===== src/rtl/prbs_gen_chk_pkg.sv =====
// prbs_gen_chk_pkg
//   Shared types, polynomial tables and the parallel LFSR step used by the
//   PRBS generator and checker.
//   Contents:
//     prbs_mode_t   polynomial select (PRBS7/15/23/31)
//     chk_state_t   checker lock state (FILL/SEARCH/LOCKED)
//     PRBS_LEN/TAP  register length L and inner tap T for each polynomial
//     prbs_step()   advance an LFSR by nbits serial steps in one call
package prbs_gen_chk_pkg;

   localparam int MAX_LEN   = 31;
   localparam int MAX_WIDTH = 64;

   typedef enum logic [1:0] {
      PRBS7  = 2'd0,
      PRBS15 = 2'd1,
      PRBS23 = 2'd2,
      PRBS31 = 2'd3
   } prbs_mode_t;

   typedef enum logic [1:0] {
      CHK_FILL   = 2'd0,
      CHK_SEARCH = 2'd1,
      CHK_LOCKED = 2'd2
   } chk_state_t;

   // x^L + x^T + 1
   localparam logic [4:0] PRBS_LEN [4] = '{5'd7, 5'd15, 5'd23, 5'd31};
   localparam logic [4:0] PRBS_TAP [4] = '{5'd6, 5'd14, 5'd18, 5'd28};

   typedef struct packed {
      logic [MAX_LEN-1:0]   state;
      logic [MAX_WIDTH-1:0] data;
   } prbs_step_t;

   // Each serial step computes b = s[L-1] ^ s[T-1] and shifts b in at the
   // bottom. The first bit produced ends up in data[nbits-1], so the low
   // nbits of .data are already in transmit order (MSB first in time).
   function automatic prbs_step_t prbs_step(input logic [MAX_LEN-1:0] state,
                                            input prbs_mode_t         mode,
                                            input int                 nbits);
      prbs_step_t         r;
      logic [4:0]         len_m1;
      logic [4:0]         tap_m1;
      logic [4:0]         len;
      logic               b;
      logic [MAX_LEN-1:0] mask;
      len    = PRBS_LEN[mode];
      len_m1 = len - 5'd1;
      tap_m1 = PRBS_TAP[mode] - 5'd1;
      mask   = {MAX_LEN{1'b1}} >> (5'd31 - len);
      r.state = state;
      r.data  = '0;
      for (int i = 0; i < MAX_WIDTH; i++) begin
         if (i < nbits) begin
            b       = r.state[len_m1] ^ r.state[tap_m1];
            r.state = {r.state[MAX_LEN-2:0], b};
            r.data  = {r.data[MAX_WIDTH-2:0], b};
         end
      end
      // Bits above L-1 are never read; keep them zero so the state is tidy.
      r.state = r.state & mask;
      return r;
   endfunction

endpackage


===== src/rtl/prbs_gen_chk_chk_core.sv =====
// prbs_chk_core
//   Self-synchronising PRBS checker: keeps the last L received bits, forms
//   the per-bit error vector e[m] = r[m]^r[m-L]^r[m-T] and runs the
//   FILL/SEARCH/LOCKED lock machine with a saturating errored-word counter.
//   Ports:
//     i_clk, i_rst_n  clock, asynchronous active-low reset
//     i_mode          polynomial in use
//     i_restart       polynomial changed: back to FILL, history cleared
//     i_rx_data/valid received word, bit WIDTH-1 first in time
//     i_clr_cnt       synchronous clear of the error counter
//     o_locked        checker in LOCKED
//     o_word_err      one-cycle pulse per errored word while LOCKED
//     o_err_cnt       errored words seen while LOCKED, saturating
//     o_state         current lock state
module prbs_chk_core
   import prbs_gen_chk_pkg::*;
#(
   parameter int WIDTH       = 48,
   parameter int ERR_CNT_W   = 16,
   parameter int LOCK_CNT    = 32,
   parameter int UNLOCK_ERRS = 4
) (
   input  logic                 i_clk,
   input  logic                 i_rst_n,
   input  prbs_mode_t           i_mode,
   input  logic                 i_restart,
   input  logic [WIDTH-1:0]     i_rx_data,
   input  logic                 i_rx_valid,
   input  logic                 i_clr_cnt,
   output logic                 o_locked,
   output logic                 o_word_err,
   output logic [ERR_CNT_W-1:0] o_err_cnt,
   output chk_state_t           o_state
);

   localparam int LC_W = $clog2(LOCK_CNT + 1);
   localparam int UE_W = $clog2(UNLOCK_ERRS + 1);

   chk_state_t           r_state;
   chk_state_t           w_state_nxt;
   logic [MAX_LEN-1:0]   r_hist;         // bit 0 = most recent received bit
   logic [2:0]           r_fill_cnt;
   logic [LC_W-1:0]      r_clean_cnt;
   logic [UE_W-1:0]      r_err_run;
   logic [ERR_CNT_W-1:0] r_err_cnt;
   logic                 r_word_err;

   logic [MAX_LEN-1:0]   w_hist_nxt;
   logic [WIDTH-1:0]     w_err_vec;
   logic                 w_word_err;
   logic [4:0]           w_len_m1;
   logic [4:0]           w_tap_m1;
   int                   w_fill_words;
   logic                 w_fill_done;
   logic                 w_lock_hit;
   logic                 w_unlock_hit;
   logic                 w_cnt_inc;

   assign w_len_m1     = PRBS_LEN[i_mode] - 5'd1;
   assign w_tap_m1     = PRBS_TAP[i_mode] - 5'd1;
   assign w_fill_words = (int'(PRBS_LEN[i_mode]) + WIDTH - 1) / WIDTH;

   // Walk the word in time order, checking each bit against the history
   // (which already includes the earlier bits of this same word).
   always_comb begin
      logic v_bit;
      v_bit      = 1'b0;
      w_hist_nxt = r_hist;
      w_err_vec  = '0;
      for (int i = 0; i < WIDTH; i++) begin
         v_bit                = i_rx_data[WIDTH-1-i];
         w_err_vec[WIDTH-1-i] = v_bit ^ w_hist_nxt[w_len_m1] ^ w_hist_nxt[w_tap_m1];
         w_hist_nxt           = {w_hist_nxt[MAX_LEN-2:0], v_bit};
      end
   end

   assign w_word_err   = |w_err_vec;
   assign w_fill_done  = (int'(r_fill_cnt) + 1) >= w_fill_words;
   assign w_lock_hit   = !w_word_err && (r_clean_cnt == LC_W'(LOCK_CNT - 1));
   assign w_unlock_hit = w_word_err && (r_err_run == UE_W'(UNLOCK_ERRS - 1));
   assign w_cnt_inc    = !i_restart && i_rx_valid && (r_state == CHK_LOCKED) && w_word_err;

   // ---- FSM: state register ----
   always_ff @(posedge i_clk or negedge i_rst_n) begin
      if (!i_rst_n) r_state <= CHK_FILL;
      else          r_state <= w_state_nxt;
   end

   // ---- FSM: next state ----
   always_comb begin
      w_state_nxt = r_state;
      if (i_restart) begin
         w_state_nxt = CHK_FILL;
      end else if (i_rx_valid) begin
         case (r_state)
            CHK_FILL:   if (w_fill_done)  w_state_nxt = CHK_SEARCH;
            CHK_SEARCH: if (w_lock_hit)   w_state_nxt = CHK_LOCKED;
            CHK_LOCKED: if (w_unlock_hit) w_state_nxt = CHK_SEARCH;
            default:                      w_state_nxt = CHK_FILL;
         endcase
      end
   end

   // ---- FSM: outputs ----
   always_comb begin
      o_locked   = (r_state == CHK_LOCKED);
      o_state    = r_state;
      o_word_err = r_word_err;
      o_err_cnt  = r_err_cnt;
   end

   // History and run-length counters
   always_ff @(posedge i_clk or negedge i_rst_n) begin
      if (!i_rst_n) begin
         r_hist      <= '0;
         r_fill_cnt  <= '0;
         r_clean_cnt <= '0;
         r_err_run   <= '0;
      end else if (i_restart) begin
         r_hist      <= '0;
         r_fill_cnt  <= '0;
         r_clean_cnt <= '0;
         r_err_run   <= '0;
      end else if (i_rx_valid) begin
         r_hist <= w_hist_nxt;
         if (r_state == CHK_FILL) r_fill_cnt <= w_fill_done ? 3'd0 : r_fill_cnt + 3'd1;
         else                     r_fill_cnt <= '0;
         if (r_state == CHK_SEARCH && !w_word_err && !w_lock_hit)
            r_clean_cnt <= r_clean_cnt + LC_W'(1);
         else
            r_clean_cnt <= '0;
         if (r_state == CHK_LOCKED && w_word_err && !w_unlock_hit)
            r_err_run <= r_err_run + UE_W'(1);
         else
            r_err_run <= '0;
      end
   end

   // Errored-word counter; a clear in the same cycle as an increment wins.
   always_ff @(posedge i_clk or negedge i_rst_n) begin
      if (!i_rst_n) begin
         r_err_cnt  <= '0;
         r_word_err <= 1'b0;
      end else begin
         r_word_err <= w_cnt_inc;
         if (i_clr_cnt)                   r_err_cnt <= '0;
         else if (w_cnt_inc && !(&r_err_cnt)) r_err_cnt <= r_err_cnt + ERR_CNT_W'(1);
      end
   end

endmodule


===== config.mk =====
export PLATFORM = sky130hd
export DESIGN_NAME = prbs_chk_core
export DESIGN_NICKNAME = d
export VERILOG_FILES = /design/src/rtl/prbs_gen_chk_pkg.sv /design/src/rtl/prbs_gen_chk_chk_core.sv
export SDC_FILE = /design/constraint.sdc
export NUM_CORES = 1
export LEC_CHECK = 0
export BUFFER_PORTS_ARGS = -buffer_cell sky130_fd_sc_hd__buf_2
export CAP_MARGIN = 40
export CORE_ASPECT_RATIO = 1.1
export CORE_MARGIN = 2
export CORE_UTILIZATION = 35
export CTS_CLUSTER_SIZE = 28
export DETAILED_ROUTE_END_ITERATION = 6
export PLACE_DENSITY = 0.62
export SYNTH_ARGS = -nofsm -noshare
export SYNTH_HDL_FRONTEND = slang
export SYNTH_SLANG_ARGS = --single-unit

===== constraint.sdc =====
create_clock -name i_clk -period 7 [get_ports i_clk]
set_clock_uncertainty 0.1 [all_clocks]
set_input_delay 1.05 -clock i_clk [delete_from_list [all_inputs] [get_ports i_clk]]
set_output_delay 1.05 -clock i_clk [all_outputs]
set_load 0.03 [all_outputs]

[After elaboration in Yosys (flattened, before gate mapping)]
Cells that the tools add are included.
Word-level totals
  bits in registers: 62
  input port bits: 55
  output and inout port bits: 20
  word-level logic and storage cells: 364
Operators by class
  add/subtract/negate cells: 9
  div/mod/pow operators: 1
  order comparisons: 4
  equal/unequal tests: 7
  mux-type cells: 218
  bitwise operators: 97
  reductions and logical operators: 21
Operators with widths (number)
  binary-select mux 1 bit (select 5 bit): 96
  2-to-1 mux 1 bit: 96
  bitwise XOR 1 bit: 96
  2-to-1 mux 31 bit: 2
  OR reduction 48 bit: 1
  divider 32 x 7 -> 32 bit, second input constant: 1
  greater-or-equal comparator 5 x 32 -> 1 bit: 1
  2-to-1 mux 16 bit: 2
  2-to-1 mux 3 bit: 7
  binary-select mux 5 bit (select 2 bit): 2
  2-to-1 mux 5 bit: 4
  2-to-1 mux 6 bit: 3
  adder 16 x 1 -> 16 bit, second input constant: 1
  AND reduction 16 bit: 1
  less-than comparator 5 x 6 -> 1 bit, second input constant: 2
  logical AND 1 bit: 10
  2-to-1 mux 2 bit: 5
  subtractor 5 x 1 -> 5 bit, second input constant: 2
  subtractor 7 x 1 -> 8 bit, second input constant: 1
  adder 5 x 6 -> 7 bit, second input constant: 1
  adder 3 x 1 -> 3 bit, second input constant: 2
  adder 6 x 1 -> 6 bit, second input constant: 1
  == test 6 x 5 -> 1 bit, second input constant: 1
  != test 3 bit, second input constant: 2
  other kinds (12): 17

[Longest topological paths before layout]
Gate-level depths: netlist of the first run.
  depth after elaboration: 17
  mapped depth: 22
  depth with buffers taken out: 13

[Worst setup path after synthesis of the first run]
Ideal clock, no wire load.
  path kind: input port to flip-flop
  from: in i_mode[0]
  to: reg r_err_cnt[0], in the netlist o_err_cnt[0]
  setup time: 0.125 ns
  arrival time: 4.683 ns
  data required time: 6.775 ns
  slack: 2.092 ns
  stages on the path: 19
  buffers on the path: 7
  cell sequence: buf_6 -> nand2_4 -> inv_4 -> buf_4 -> buf_2 -> ha_1 -> buf_6 -> inv_2 -> buf_2 -> mux4_2 -> o21ai_0 -> xnor2_1 -> nand4_1 -> nor4_1 -> and4_1 -> buf_6 -> buf_8 -> nor2_2 -> mux2_4
Between the ends
  longest elaborated chain between the ends: 13
  elaborated cells on any way between the ends: 301
  classes of those cells: add/sub (2); mux (198); bitwise (97); reduce/logical (4)
Ends and longest elaborated chain
  start: declaration: RTL line prbs_gen_chk_chk_core.sv:25  | input prbs_mode_t i_mode,
  NOT 2 -> 3 bit (not written as such) *: RTL line prbs_gen_chk_chk_core.sv:59, prbs_gen_chk_chk_core.sv:60
  binary-select mux 5 bit (select 2 bit): RTL line prbs_gen_chk_chk_core.sv:59  | assign w_len_m1 = PRBS_LEN[i_mode] - 5'd1;
  2-to-1 mux 5 bit (not written as such) (2 in a row): RTL line prbs_gen_chk_chk_core.sv:59
  subtractor 5 x 1 -> 5 bit: RTL line prbs_gen_chk_chk_core.sv:59
  binary-select mux 1 bit (select 5 bit): RTL line prbs_gen_chk_chk_core.sv:72  | w_err_vec[WIDTH-1-i] = v_bit ^ w_hist_nxt[w_len_m1] ^ w_hist_nxt[w_tap_m1];
  2-to-1 mux 1 bit (not written as such): RTL line prbs_gen_chk_chk_core.sv:72
  bitwise XOR 1 bit (2 in a row): RTL line prbs_gen_chk_chk_core.sv:72
  OR reduction 48 bit *: RTL line prbs_gen_chk_chk_core.sv:77  | assign w_word_err = |w_err_vec;
  logical AND 1 bit *: RTL line prbs_gen_chk_chk_core.sv:81  | assign w_cnt_inc = !i_restart && i_rx_valid && (r_state == CHK_LOCKED) && w_word_err;
  logical AND 1 bit *: RTL line prbs_gen_chk_chk_core.sv:147  | else if (w_cnt_inc && !(&r_err_cnt)) r_err_cnt <= r_err_cnt + ERR_CNT_W'(1);
  nonzero test 2 bit (no source line) *
  end signal: assignment: RTL line prbs_gen_chk_chk_core.sv:147
  end: declaration: RTL line prbs_gen_chk_chk_core.sv:45  | logic [ERR_CNT_W-1:0] r_err_cnt;
Mark *: on every way between the ends. The rest lies on a longest branch, timed or not. The select of a mux whose other input is x is not followed.
A chain may end at the register's enable or synchronous reset.

[Worst setup path after layout of the first run]
Same ends and word-level chain as after synthesis.

==> results of run 1 <==
[final cells by class]
class | instances | area, um^2
Tap cell | 363 | 454
Fill cell | 2882 | 17300
Clock buffer | 9 | 225
Sequential cell | 62 | 1550
Clock inverter | 7 | 72.6
Inverter | 19 | 73.8
Timing Repair Buffer | 93 | 534
Multi-Input combinational cell | 934 | 7340
[flip-flops by register name, indices dropped and copies added (netlist names)]
name,cells
r_hist,31
o_err_cnt,16
r_clean_cnt,6
r_err_run,3
r_fill_cnt,3
o_state,2
o_word_err,1
[synth_stat cells, types with 16 or more instances]
| cell | number |
|---|---|
| sky130_fd_sc_hd__mux2i_1 | 141 |
| sky130_fd_sc_hd__nor2_1 | 105 |
| sky130_fd_sc_hd__xnor2_1 | 76 |
| sky130_fd_sc_hd__nand2_1 | 72 |
| sky130_fd_sc_hd__dfrtp_1 | 62 |
| sky130_fd_sc_hd__a21oi_1 | 56 |
| sky130_fd_sc_hd__clkbuf_1 | 53 |
| sky130_fd_sc_hd__o21ai_0 | 49 |
| sky130_fd_sc_hd__mux4_2 | 41 |
| sky130_fd_sc_hd__buf_2 | 33 |
| sky130_fd_sc_hd__xor2_1 | 31 |
| sky130_fd_sc_hd__mux2_2 | 24 |
| sky130_fd_sc_hd__nand3_1 | 22 |
| sky130_fd_sc_hd__nor2b_1 | 22 |
| sky130_fd_sc_hd__a211oi_1 | 18 |
| sky130_fd_sc_hd__a31oi_1 | 18 |
| sky130_fd_sc_hd__buf_4 | 16 |
| sky130_fd_sc_hd__inv_1 | 16 |
[layout by cell type, fill, tap and decap left out, types with 7 or more instances in the layout]
cell                        instances
sky130_fd_sc_hd__a22oi_1           14
sky130_fd_sc_hd__nor2b_1           22
sky130_fd_sc_hd__buf_4             19
sky130_fd_sc_hd__xor2_1            31
sky130_fd_sc_hd__mux4_2            41
sky130_fd_sc_hd__or3_1             10
sky130_fd_sc_hd__o21ai_1            8
sky130_fd_sc_hd__nand4_1           11
sky130_fd_sc_hd__nor4_1             7
sky130_fd_sc_hd__nand2b_1           9
sky130_fd_sc_hd__clkbuf_16          9
sky130_fd_sc_hd__mux2_2            24
sky130_fd_sc_hd__a221oi_1          12
sky130_fd_sc_hd__mux2i_1          141
sky130_fd_sc_hd__o221ai_1           7
sky130_fd_sc_hd__nand2_1           72
sky130_fd_sc_hd__a211oi_1          18
sky130_fd_sc_hd__buf_2             72
sky130_fd_sc_hd__o21ai_0           49
sky130_fd_sc_hd__dfrtp_1           62
sky130_fd_sc_hd__nand3_1           22
sky130_fd_sc_hd__o211ai_1           9
sky130_fd_sc_hd__and3_1            13
sky130_fd_sc_hd__o31ai_1           10
sky130_fd_sc_hd__inv_1             16
sky130_fd_sc_hd__xnor2_1           76
sky130_fd_sc_hd__o22ai_1           15
sky130_fd_sc_hd__a31oi_1           18
sky130_fd_sc_hd__nor2_1           105
sky130_fd_sc_hd__a21oi_1           56
sky130_fd_sc_hd__nor3_1            15
[critical path, delay by kind of cell]
family          cells  cell delay, ps
mux                 2             800
simple gates        4             920
fa+ha+maj           1             630
compound gates      5            1500
buf+inv             4            1490
[cells by family (layout without fill, tap and decap cells)]
family,Yosys count,count (layout)
AOI/OAI and AO/OA,276,276
muxes,214,214
buffers and inverters,150,128
adders and majority gates,7,7
DFF,62,62
xor gates and xnor gates,109,109
and+or+nand+nor,328,328
[metal layers]
metal  track usage  wire, um  share of wire  up-vias
met2         0.403     16900           0.42      728
met1         0.365     15800           0.40     4691
met4         0.160      2470          0.062        0
li1              -         -              -     4195
met3        0.0544      4630           0.12      163
met5             0         0              0        -
[metrics by stage]
stage	area, um^2	hold WS (ps)	power (mW)	setup WS (ps)
2_1_floorplan	9730	344	0.923	2090
3_3_place_gp	9920	362	1.12	464
3_5_place_dp	9950	373	1.12	557
4_1_cts	10200	391	1.56	895
5_1_grt	10200	402	1.64	345
6_report	10200	384	1.58	635
[power by group through the flow]
| stage | sequential (mW) | clock, mW | combinational, mW |
|---|---|---|---|
| after floorplan | 0.385 | 0 | 0.539 |
| after global placement | 0.405 | 0 | 0.711 |
| after detailed placement | 0.405 | 0 | 0.711 |
| after CTS | 0.399 | 0.451 | 0.714 |
| after global routing | 0.401 | 0.469 | 0.772 |
| final | 0.401 | 0.439 | 0.738 |
[worst max-delay path by stage]
stage                     depth (start not counted)                          to      start  slack, ps
after global placement                           16    o_err_cnt[0]$_DFFE_PN0P_  i_mode[0]        460
after detailed placement                         16    o_err_cnt[0]$_DFFE_PN0P_  i_mode[0]        560
after global routing                             16  r_clean_cnt[0]$_DFFE_PN0N_  i_mode[0]        340
final                                            16    o_err_cnt[0]$_DFFE_PN0P_  i_mode[0]        630
after CTS                                        16  r_clean_cnt[0]$_DFFE_PN0N_  i_mode[0]        890
after floorplan                                  19    o_err_cnt[0]$_DFFE_PN0P_  i_mode[0]       2090
==> results.md, run 1 <==
- The iteration count of the initial detailed-routing pass is 5.
- The synthesis-to-layout area growth is 5.31%.
- The via count of the first global-routing pass is 9199.
- The number of antenna diodes in the final layout is 0.
- Clock-pin slew was measured on the worst setup and hold paths at 60 ps.
- The capturing element type of the critical path is a flop.
- The worst hold path begins at r_err_run[2]$_DFFE_PN0N_.
- The adder-cell area share of the yosys netlist is 0.00900.
- The number of antenna violations at the first check in global routing came to 0.
- For the worst-skew pair, the clock arrives at the later sink with an insertion delay of 330 ps.
- The worst-margin pin slew is 881 ps.
- In this run, the number of DRC markers left after iteration 0 of detailed routing was 1208.
- A synthesized cell averages 8.49 um^2.
- The first-pass GRT wire length is 59400 um.
- The CTS root buffer is sky130_fd_sc_hd__clkbuf_16.
- The count of mapped cells out of synthesis is 1146.
- The number of cells in the finished layout apart from fillers is 1487.
- For this design the total switching power over the nets is 0.645 mW.
- The setup fix buffers added after clock tree synthesis is 0.
- The detail-routed via count per cell is 6.57.
- The share of the synthesized area in compound gates (AO/OA/AOI/OAI) is 0.192.
- The type of the worst setup path is in2reg.
- The sequential area share after synthesis is 0.159.
- No sink is reached through more buffers than the 2 on the longest clock path.
- For this run, the share of the core covered by cells in the final layout is 0.372.
- Of the total synthesized cell area, the portion taken by XOR and XNOR cells is 0.102.
- The data required time at the worst endpoint is 7110 ps.
- Setup repair after global routing left no endpoint under its margin.
- The time the final worst path needs with I/O delays and setup is 6370 ps.
- The share of total power in the clock network is 0.278.
- The number of nets in the synthesized netlist is 1208.
- The row count is 64.
- Of the available clock period, the critical path in the final layout requires 0.909.
- The path class of the tightest hold or removal check is reg2reg.
- For flop-to-flop paths, the worst setup slack is 2690 ps.
- Counting cells, the worst reg-to-reg path comes to 11.
- The core region area is 27500 um^2.
- The critical-path cell with the highest stage delay is sky130_fd_sc_hd__ha_4.
- The number of hold violations in the final report is 0.
- Buffers inserted during clock tree synthesis total 9.
- The post-synthesis instance area is 9730 um^2.
- The signal arrival time at the worst endpoint is 6470 ps.
- 75 I/O pins were placed.
- The final estimated routing congestion in global placement is 1.02.
- The design internal power is 0.933 mW.
- The number of different library cells in the post-synthesis netlist is 86.
- The share of the synthesized area in the top cell type is 0.159.
- After the last flow step, the layout net total stands at 1181.
- Power spread over the standard cell area amounts to 154 nW/um^2.
- The total count of max-transition violations in the final report is 0.
- After synthesis, the share of flip-flops with an asynchronous set or reset is 1.00.
- The number of clock sinks is 62.
- The die is 179 um tall.
- The cell count after placement is 1471.
- The die outline width is 163 um.
- Static timing analysis puts the maximum clock frequency at 157 MHz.
- By area, the combinational part of the netlist is dominated by multiplexers.
- The number of buffers added on ports is 74.
- After synthesis, the cell types taking the most area are sky130_fd_sc_hd__dfrtp_1, sky130_fd_sc_hd__mux2i_1, sky130_fd_sc_hd__mux4_2, sky130_fd_sc_hd__xnor2_1, sky130_fd_sc_hd__nor2_1.
- The maximum resistive drop on vdd is 0.152 mV.
- The end of the worst hold path is r_err_run[2]$_DFFE_PN0N_.
- The most area-hungry cell type in the Yosys netlist is sky130_fd_sc_hd__dfrtp_1.
- The number of gates resized after CTS was 0.
- In this run the number of H-tree levels came out at 3.
- Synthesis inferred 62 register bits.
- The remaining routing DRC violations is 0.
- The worst hold path was traced through 2 stages.
- The leakage power summed over all cells is 4.04 nW.
- The share of cells above drive strength 1 is 0.183.
- The number of nets with antenna violations after routing is 0.
- Setup violations remaining at the end of the flow were counted as 0.
- Of the post-synthesis cell area, the part taken by muxes is 0.280.
- The post-detailed-routing wire length is 39900 um.
- The reported max-cap violation count is 0.
- In the synthesized netlist the dominant register cell turns out to be sky130_fd_sc_hd__dfrtp_1.
- The floorplan step defined a die boundary enclosing 29200 um^2.
- The critical path launch point type is an input port.
- Measured against its own limit, the worst slew margin works out to 0.412.
- The critical path goes through buf_6, nand2_4, inv_4, ha_4, buf_4, mux2i_1, a32oi_1, a22oi_1, o21bai_1, a221oi_1, o2111ai_1, nor3_1, and4_1, buf_4, nor2_2, mux2_4.
- The number of hold buffers added after CTS is 0.
- For this block, the via count after detailed routing is 9777.
- The simple-gate share of the synthesized area is 0.170.
- In this run, synthesis inferred 0 flip-flops with an integrated enable.
- Entering global routing, the biggest net connects 69 pins.
- The portion of total power attributed to sequential cells is 0.254.
- Of the total power, combinational logic draws 0.468.
- The run finished with clean final reports.
- The end of the worst register-to-register path is o_err_cnt[0]$_DFFE_PN0P_.
- For this configuration, the core starts out at a cell density of 0.353.
- TritonCTS built the clock tree.
- The worst-path maximum fanout is 50.
- The total grt overflow is 0.
- The count of yosys warnings during synthesis is 0.
- The routed length per placed instance is 26.8 um.
- The largest stage delay on the critical path is 630 ps.
- In this run the critical register-to-register path is launched from r_hist[11]$_DFFE_PN0N_.
- The switching share of power is 0.409.
- The detailed-placement wirelength estimate is 28200 um.
- Summed over all failing endpoints, the final setup total negative slack is 0 ps.
- In the global route stage, overall resource usage came out at 0.271.
- The most repeated library cell on the critical path is sky130_fd_sc_hd__buf_4.
Power figures use the tool's default switching activity.
==> inputs of run 2 (changes only) <==
--- a/config.mk
+++ b/config.mk
@@ -13,6 +13,7 @@
 export CTS_CLUSTER_SIZE = 28
 export DETAILED_ROUTE_END_ITERATION = 6
 export PLACE_DENSITY = 0.62
+export RECOVER_POWER = 25
 export SYNTH_ARGS = -nofsm -noshare
 export SYNTH_HDL_FRONTEND = slang
 export SYNTH_SLANG_ARGS = --single-unit
==> results.md, run 2 (same netlist as run 1, synthesis figures left out) <==
- The row count is 64 (unchanged).
- The top cell family by delay on the critical path is buffers and inverters (was compound AO/OA/AOI/OAI gates).
- The number of nets with antenna violations after routing is 0 (unchanged).
- The headroom to the max-slew limit is -1.20 (was 0.412).
- The post-detailed-routing wire length is 39900 um (about the same).
- The most common cell after layout, fill and taps aside is sky130_fd_sc_hd__mux2i_1 (unchanged).
- The pre-CTS setup slack is 557 ps (unchanged).
- The source of the critical timing path is i_mode[0] (unchanged).
- The leakage power summed over all cells is 4.03 nW (was 4.04 nW).
- The kind of path behind the tightest hold check is reg2reg (unchanged).
- The detailed-placement wirelength estimate is 28200 um (unchanged).
- The first-pass GRT wire length is 59400 um (unchanged).
- The register with the most flip-flops is r_hist (unchanged).
- The post-layout worst setup margin is 699 ps (was 635 ps).
- The portion of total power attributed to combinational logic came to 0.468 (about the same).
- The final setup violation count was 0 (unchanged).
- The power density relative to cell area is 154 nW/um^2 (about the same).
- The flip-flop count of the largest register, all copies and words added was 31 (unchanged).
- The time the final worst path needs with I/O delays and setup is 6300 ps (was 6370 ps).
- The initial core utilization came to 0.353 (unchanged).
- Crit-path cells: buf_6, nand2_4, inv_4, ha_4, buf_4, mux2i_1, a32oi_1, a22oi_1, o21bai_1, a221oi_1, o2111ai_1, nor3_1, and4_1, buf_4, nor2_2, mux2_4 (unchanged).
- The initial DRC count is 1208 (unchanged).
- The total design power is 1.58 mW (about the same).
- Outcome: complete, but fails checks (was complete, no violations).
- The detail-routed via count per cell is 6.59 (was 6.57).
- The data required time at the worst endpoint is 7110 ps (about the same).
- The type of the worst setup path is in2reg (unchanged).
- The critical-path cell with the highest stage delay is sky130_fd_sc_hd__ha_4 (unchanged).
- The height of the die is 179 um (unchanged).
- The critical path launch point type is an input port (unchanged).
- Commonest non-fill, non-tap cells in the layout: sky130_fd_sc_hd__mux2i_1, sky130_fd_sc_hd__nor2_1, sky130_fd_sc_hd__xnor2_1 (unchanged).
- The placement-stage cell area is 9950 um^2 (unchanged).
- The signal arrival time at the worst endpoint is 6410 ps (was 6470 ps).
- The number of hold violations in the final report is 0 (unchanged).
- The quantity of gates resized following cts came to 0 (unchanged).
- The reg-to-reg critical path startpoint is r_hist[11]$_DFFE_PN0N_ (unchanged).
- The die area is 29200 um^2 (unchanged).
- The final period utilization is 0.900 (was 0.909).
- The setup slack on the worst flop-to-flop path is 2700 ps (was 2690 ps).
- The reported max-cap violation count was 2 (was 0).
- The maximum level of the CTS H-tree is 3 (unchanged).
- The number of hold buffers added after CTS is 0 (unchanged).
- The clock slew at the register clock pins of the worst setup and hold paths was 60 ps (about the same).
- The most repeated library cell on the critical path was sky130_fd_sc_hd__buf_4 (unchanged).
- The number of buffers added on ports is 74 (unchanged).
- The iteration count of the initial detailed-routing pass was 5 (unchanged).
- The portion of total power attributed to sequential cells is 0.254 (about the same).
- The number of antenna cells inserted came to 0 (unchanged).
- The launch instance of the worst min-delay path is r_err_run[2]$_DFFE_PN0N_ (unchanged).
- The end of the worst hold path is r_err_run[2]$_DFFE_PN0N_ (unchanged).
- The clock latency of the later-clocked register in the worst-skew pair is 330 ps (about the same).
- The design internal power is 0.932 mW (was 0.933 mW).
- The total grt overflow is 0 (unchanged).
- The largest net degree at the start of global routing is 69 (unchanged).
- The worst reg2reg path depth is 11 (unchanged).
- The final hold slack came to 384 ps (about the same).
- The final reports fail on capacitance limit, slew limit.
- The setup fix buffers added after clock tree synthesis is 0 (unchanged).
- The total count of max-transition violations in the final report is 100 (was 0).
- The worst-path maximum fanout is 50 (unchanged).
- The share of cells above drive strength 1 is 0.181 (was 0.183).
- The maximum resistive drop on vdd came to 0.152 mV (about the same).
- The final cell utilization of the core is 0.372 (about the same).
- The via total after detailed routing was 9805 (was 9777).
- Setup repair after global routing missed its margin: false (unchanged).
- The number of cells in the finished layout apart from fillers was 1487 (unchanged).
- The clock buffer count from CTS is 9 (unchanged).
- The number of nets in the layout is 1181 (unchanged).
- The cell count after placement was 1471 (unchanged).
- The number of clock sinks is 62 (unchanged).
- The end of the worst register-to-register path is o_err_cnt[0]$_DFFE_PN0P_ (unchanged).
- The synthesis-to-layout area growth is 5.26% (was 5.31%).
- The accumulated negative setup slack is 0 ps (unchanged).
- The CTS root buffer is sky130_fd_sc_hd__clkbuf_16 (unchanged).
- The I/O pin count was 75 (unchanged).
- The maximum root-to-sink buffer count was 2 (unchanged).
- The count of fill cells added during filler insertion came to 2885 (was 2882).
- The final standard cell area without fillers is 10200 um^2 (about the same).
- The clock tree from TritonCTS is done (unchanged).
- The largest stage delay on the critical path is 630 ps (about the same).
- The core region area is 27500 um^2 (unchanged).
- The via count of the first global-routing pass is 9199 (unchanged).
- The worst-margin pin slew came to 3300 ps (was 881 ps).
- The global routing usage summed across all routing layers is 0.271 (unchanged).
- The switching share of power is 0.409 (about the same).
- The capturing element type of the critical path is a flop (unchanged).
- The depth of the worst hold-timing path is 2 (unchanged).
- The share of total power in the clock network is 0.278 (about the same).
- The final estimated routing congestion in global placement is 1.02 (unchanged).
- The number of buffer and inverter instances along the worst setup path is 4 (unchanged).
- The reported net switching power is 0.645 mW (about the same).
- The maximum clock rate is 159 MHz (was 157 MHz).
- The remaining routing DRC violations is 0 (unchanged).
- The die outline width was 163 um (unchanged).
- The number of antenna violations at the first check in global routing is 0 (unchanged).
- The routed length per placed instance was 26.8 um (about the same).
==> run 2: cell count changes in the layout (fill, tap and decap cells not counted) <==
cell | previous run | this run
sky130_fd_sc_hd__buf_2 | 72 | 71
sky130_fd_sc_hd__clkbuf_1 | 0 | 2
sky130_fd_sc_hd__buf_4 | 19 | 18
==> run 2: worst register-to-register path, cell delays in order, from the launching register on <==
cell                        delay [ps]
sky130_fd_sc_hd__dfrtp_1           580
sky130_fd_sc_hd__mux2_2            410
sky130_fd_sc_hd__or3_1             310
sky130_fd_sc_hd__a21oi_1           530
sky130_fd_sc_hd__a2111oi_0         240
sky130_fd_sc_hd__a2111oi_0         430
sky130_fd_sc_hd__nand4_1           150
sky130_fd_sc_hd__nor3_1            440
sky130_fd_sc_hd__and4_1            260
sky130_fd_sc_hd__buf_4             300
sky130_fd_sc_hd__nor2_2            110
sky130_fd_sc_hd__mux2_4            300
==> run 2: area by class of cell <==
type | instances | area, um^2 | share of cell area
Clock buffer | 9 | 225 | 0.0220
Multi-Input combinational cell | 934 | 7340 | 0.716
Timing Repair Buffer | 93 | 529 | 0.0517
Tap cell | 363 | 454 | 0.0443
Clock inverter | 7 | 72.6 | 0.00709
Inverter | 19 | 73.8 | 0.00721
Sequential cell | 62 | 1550 | 0.151
==> run 2: worst max-delay path by stage <==
stage | endpoint | slack, ps | cells after the start
final | o_err_cnt[0]$_DFFE_PN0P_ | 700 | 16
after global routing | r_clean_cnt[0]$_DFFE_PN0N_ | 340 | 16
after detailed placement | o_err_cnt[0]$_DFFE_PN0P_ | 560 | 16
after floorplan | o_err_cnt[0]$_DFFE_PN0P_ | 2090 | 19
after CTS | r_clean_cnt[0]$_DFFE_PN0N_ | 890 | 16
after global placement | o_err_cnt[0]$_DFFE_PN0P_ | 460 | 16
==> run 2: power by group through the flow <==
stage / logic [mW] / clock network (mW) / registers [mW]
floorplan: 0.539 / 0 / 0.385
global placement: 0.711 / 0 / 0.405
detailed placement: 0.711 / 0 / 0.405
CTS: 0.714 / 0.451 / 0.399
global route: 0.772 / 0.469 / 0.401
finish: 0.738 / 0.439 / 0.401
==> run 2: per-layer routing <==
layer | wire, um | up-vias | part of all wire | track usage
met5 | 0 | - | 0 | 0
met4 | 2380 | 0 | 0.060 | 0.160
met3 | 4650 | 154 | 0.12 | 0.0544
met2 | 17100 | 736 | 0.43 | 0.403
met1 | 15800 | 4723 | 0.40 | 0.365
li1 | - | 4192 | - | -
==> inputs of run 3 (changes only) <==
--- a/config.mk
+++ b/config.mk
@@ -9,10 +9,10 @@
 export CAP_MARGIN = 40
 export CORE_ASPECT_RATIO = 1.1
 export CORE_MARGIN = 2
-export CORE_UTILIZATION = 35
+export CORE_UTILIZATION = 45
 export CTS_CLUSTER_SIZE = 28
 export DETAILED_ROUTE_END_ITERATION = 6
-export PLACE_DENSITY = 0.62
+export PLACE_DENSITY = 0.67
 export RECOVER_POWER = 25
 export SYNTH_ARGS = -nofsm -noshare
 export SYNTH_HDL_FRONTEND = slang
==> results.md, run 3 (same netlist as run 1, synthesis figures left out) <==
- The total count of max-transition violations in the final report is 63 (was 100).
- The portion of total power attributed to combinational logic is 0.456 (was 0.468).
- The accumulated negative setup slack is 0 ps (unchanged).
- The number of antenna violations at the first check in global routing is 0 (unchanged).
- The I/O pin count came to 75 (unchanged).
- The final standard cell area without fillers is 10200 um^2 (about the same).
- The largest net degree at the start of global routing is 80 (was 69).
- The headroom to the max-slew limit is -1.17 (was -1.20).
- The switching share of power came to 0.397 (was 0.409).
- The worst reg2reg path depth is 11 (unchanged).
- The maximum level of the CTS H-tree is 3 (unchanged).
- The share of cells above drive strength 1 is 0.185 (was 0.181).
- The critical path launch point type is an input port (unchanged).
- The end of the worst register-to-register path is o_err_cnt[0]$_DFFE_PN0P_ (unchanged).
- Outcome: complete, but fails checks (unchanged).
- The capturing instance or port of the critical path was o_err_cnt[0]$_DFFE_PN0P_ (unchanged).
- The via total after detailed routing is 9753 (was 9805).
- The quantity of gates resized following cts is 0 (unchanged).
- The worst-path maximum fanout is 60 (was 50).
- The power density relative to cell area was 158 nW/um^2 (was 154 nW/um^2).
- The core region area was 21300 um^2 (was 27500 um^2).
- The share of total power in the clock network is 0.294 (was 0.278).
- The clock tree from TritonCTS is done (unchanged).
- The number of nets in the layout was 1185 (was 1181).
- The final estimated routing congestion in global placement is 1.10 (was 1.02).
- The number of hold buffers added after CTS is 0 (unchanged).
- The number of buffers added on ports was 74 (unchanged).
- Setup repair after global routing missed its margin: false (unchanged).
- The row count is 56 (was 64).
- The clock latency of the later-clocked register in the worst-skew pair is 330 ps (about the same).
- The capturing element type of the critical path is a flop (unchanged).
- The synthesis-to-layout area growth was 5.07% (was 5.26%).
- Commonest non-fill, non-tap cells in the layout: sky130_fd_sc_hd__mux2i_1, sky130_fd_sc_hd__nor2_1, sky130_fd_sc_hd__xnor2_1 (unchanged).
- The total grt overflow is 0 (unchanged).
- The number of clock sinks is 62 (unchanged).
- Violated checks: capacitance limit, slew limit (unchanged).
- The reported net switching power is 0.640 mW (was 0.645 mW).
- The CTS root buffer is sky130_fd_sc_hd__clkbuf_16 (unchanged).
- The final period utilization came to 0.809 (was 0.900).
- The reported max-cap violation count is 1 (was 2).
- The maximum root-to-sink buffer count was 2 (unchanged).
- The maximum resistive drop on vdd is 0.153 mV (was 0.152 mV).
- The die area is 22800 um^2 (was 29200 um^2).
- The worst-margin pin slew is 3250 ps (was 3300 ps).
- The reg-to-reg critical path startpoint is r_hist[0]$_DFFE_PN0N_ (was r_hist[11]$_DFFE_PN0N_).
- The clock buffer count from CTS was 9 (unchanged).
- The iteration count of the initial detailed-routing pass is 6 (was 5).
- The setup slack on the worst flop-to-flop path is 2960 ps (was 2700 ps).
- The die outline width is 144 um (was 163 um).
- The source of the critical timing path is i_mode[0] (unchanged).
- The detail-routed via count per cell was 6.88 (was 6.59).
- The most common cell after layout, fill and taps aside is sky130_fd_sc_hd__mux2i_1 (unchanged).
- The final setup violation count is 0 (unchanged).
- The height of the die is 158 um (was 179 um).
- The kind of path behind the tightest hold check is reg2reg (unchanged).
- The remaining routing DRC violations is 0 (unchanged).
- The post-detailed-routing wire length is 38600 um (was 39900 um).
- The final hold slack is 378 ps (was 384 ps).
- The number of nets with antenna violations after routing is 0 (unchanged).
- The routed length per placed instance is 27.2 um (was 26.8 um).
- The signal arrival time at the worst endpoint was 5780 ps (was 6410 ps).
- The type of the worst setup path is in2reg (unchanged).
- The number of antenna cells inserted is 0 (unchanged).
- The placement-stage cell area was 9900 um^2 (was 9950 um^2).
- The initial DRC count is 1482 (was 1208).
- The detailed-placement wirelength estimate is 27100 um (was 28200 um).
- The initial core utilization is 0.457 (was 0.353).
- The clock slew at the register clock pins of the worst setup and hold paths is 60 ps (about the same).
- The register with the most flip-flops is r_hist (unchanged).
- The data required time at the worst endpoint came to 7120 ps (was 7110 ps).
- The global routing usage summed across all routing layers is 0.339 (was 0.271).
- The time the final worst path needs with I/O delays and setup is 5660 ps (was 6300 ps).
- The number of hold violations in the final report is 0 (unchanged).
- The first-pass GRT wire length came to 57700 um (was 59400 um).
- The design internal power came to 0.972 mW (was 0.932 mW).
- The setup fix buffers added after clock tree synthesis is 0 (unchanged).
- The leakage power summed over all cells came to 4.07 nW (was 4.03 nW).
- The portion of total power attributed to sequential cells is 0.250 (was 0.254).
- The maximum clock rate is 177 MHz (was 159 MHz).
- The via count of the first global-routing pass was 9093 (was 9199).
- The flip-flop count of the largest register, all copies and words added came to 31 (unchanged).
run 3: worst min path at each step:
stage | startpoint | end | slack [ps] | cells after the start
global placement | r_err_run[2]$_DFFE_PN0N_ | r_err_run[2]$_DFFE_PN0N_ | 360 | 2
floorplan | r_fill_cnt[2]$_DFFE_PN0N_ | r_fill_cnt[2]$_DFFE_PN0N_ | 340 | 1
detailed placement | r_err_run[2]$_DFFE_PN0N_ | r_err_run[2]$_DFFE_PN0N_ | 370 | 2
finish | r_err_run[2]$_DFFE_PN0N_ | r_err_run[2]$_DFFE_PN0N_ | 380 | 2
CTS | r_err_run[2]$_DFFE_PN0N_ | r_err_run[2]$_DFFE_PN0N_ | 380 | 2
global route | r_fill_cnt[2]$_DFFE_PN0N_ | r_fill_cnt[2]$_DFFE_PN0N_ | 400 | 1
run 3: metal layers:
layer,GRT usage,part of all wire
met1,0.452,0.38
met4,0.221,0.085
met2,0.494,0.41
met3,0.0753,0.13
met5,0,0
run 3: layout make-up:
class,instances,area (um^2)
timing repair buffer,97,577
clock buffer,9,225
clock inverter,7,97.6
multi-input combinational,934,7340
sequential,62,1550
inverter,19,73.8
fill,2082,11100
tap,290,363
run 3: worst max-delay path, stage by stage:
cell and delay (ps):
sky130_fd_sc_hd__buf_6 170, sky130_fd_sc_hd__nor2b_1 430, sky130_fd_sc_hd__ha_4 770, sky130_fd_sc_hd__buf_4 320, sky130_fd_sc_hd__mux2i_1 480, sky130_fd_sc_hd__mux2i_1 150
sky130_fd_sc_hd__o221ai_1 370, sky130_fd_sc_hd__a21oi_1 110, sky130_fd_sc_hd__nor4_1 350, sky130_fd_sc_hd__nand4b_1 210, sky130_fd_sc_hd__nor4_1 370, sky130_fd_sc_hd__and4_1 260
sky130_fd_sc_hd__buf_4 300, sky130_fd_sc_hd__nor2_2 100, sky130_fd_sc_hd__mux2_4 300
run 3: per-stage QoR:
stage | setup slack [ps] | utilization | cells | power (mW)
3_5_place_dp | 1190 | 0.465 | 1402 | 1.11
6_report | 1340 | 0.480 | 1418 | 1.61
2_1_floorplan | 2090 | - | 1146 | 0.923
4_1_cts | 1520 | 0.480 | 1418 | 1.59
5_1_grt | 1100 | 0.480 | 1418 | 1.67
3_3_place_gp | 1160 | 0.463 | 1399 | 1.11
run 3: power groups by stage:
stage | Combinational (mW) | Clock (mW) | Sequential, mW
after floorplan | 0.539 | 0 | 0.385
after global placement | 0.707 | 0 | 0.405
after detailed placement | 0.707 | 0 | 0.405
after CTS | 0.711 | 0.481 | 0.399
after global routing | 0.772 | 0.496 | 0.402
final | 0.735 | 0.475 | 0.403
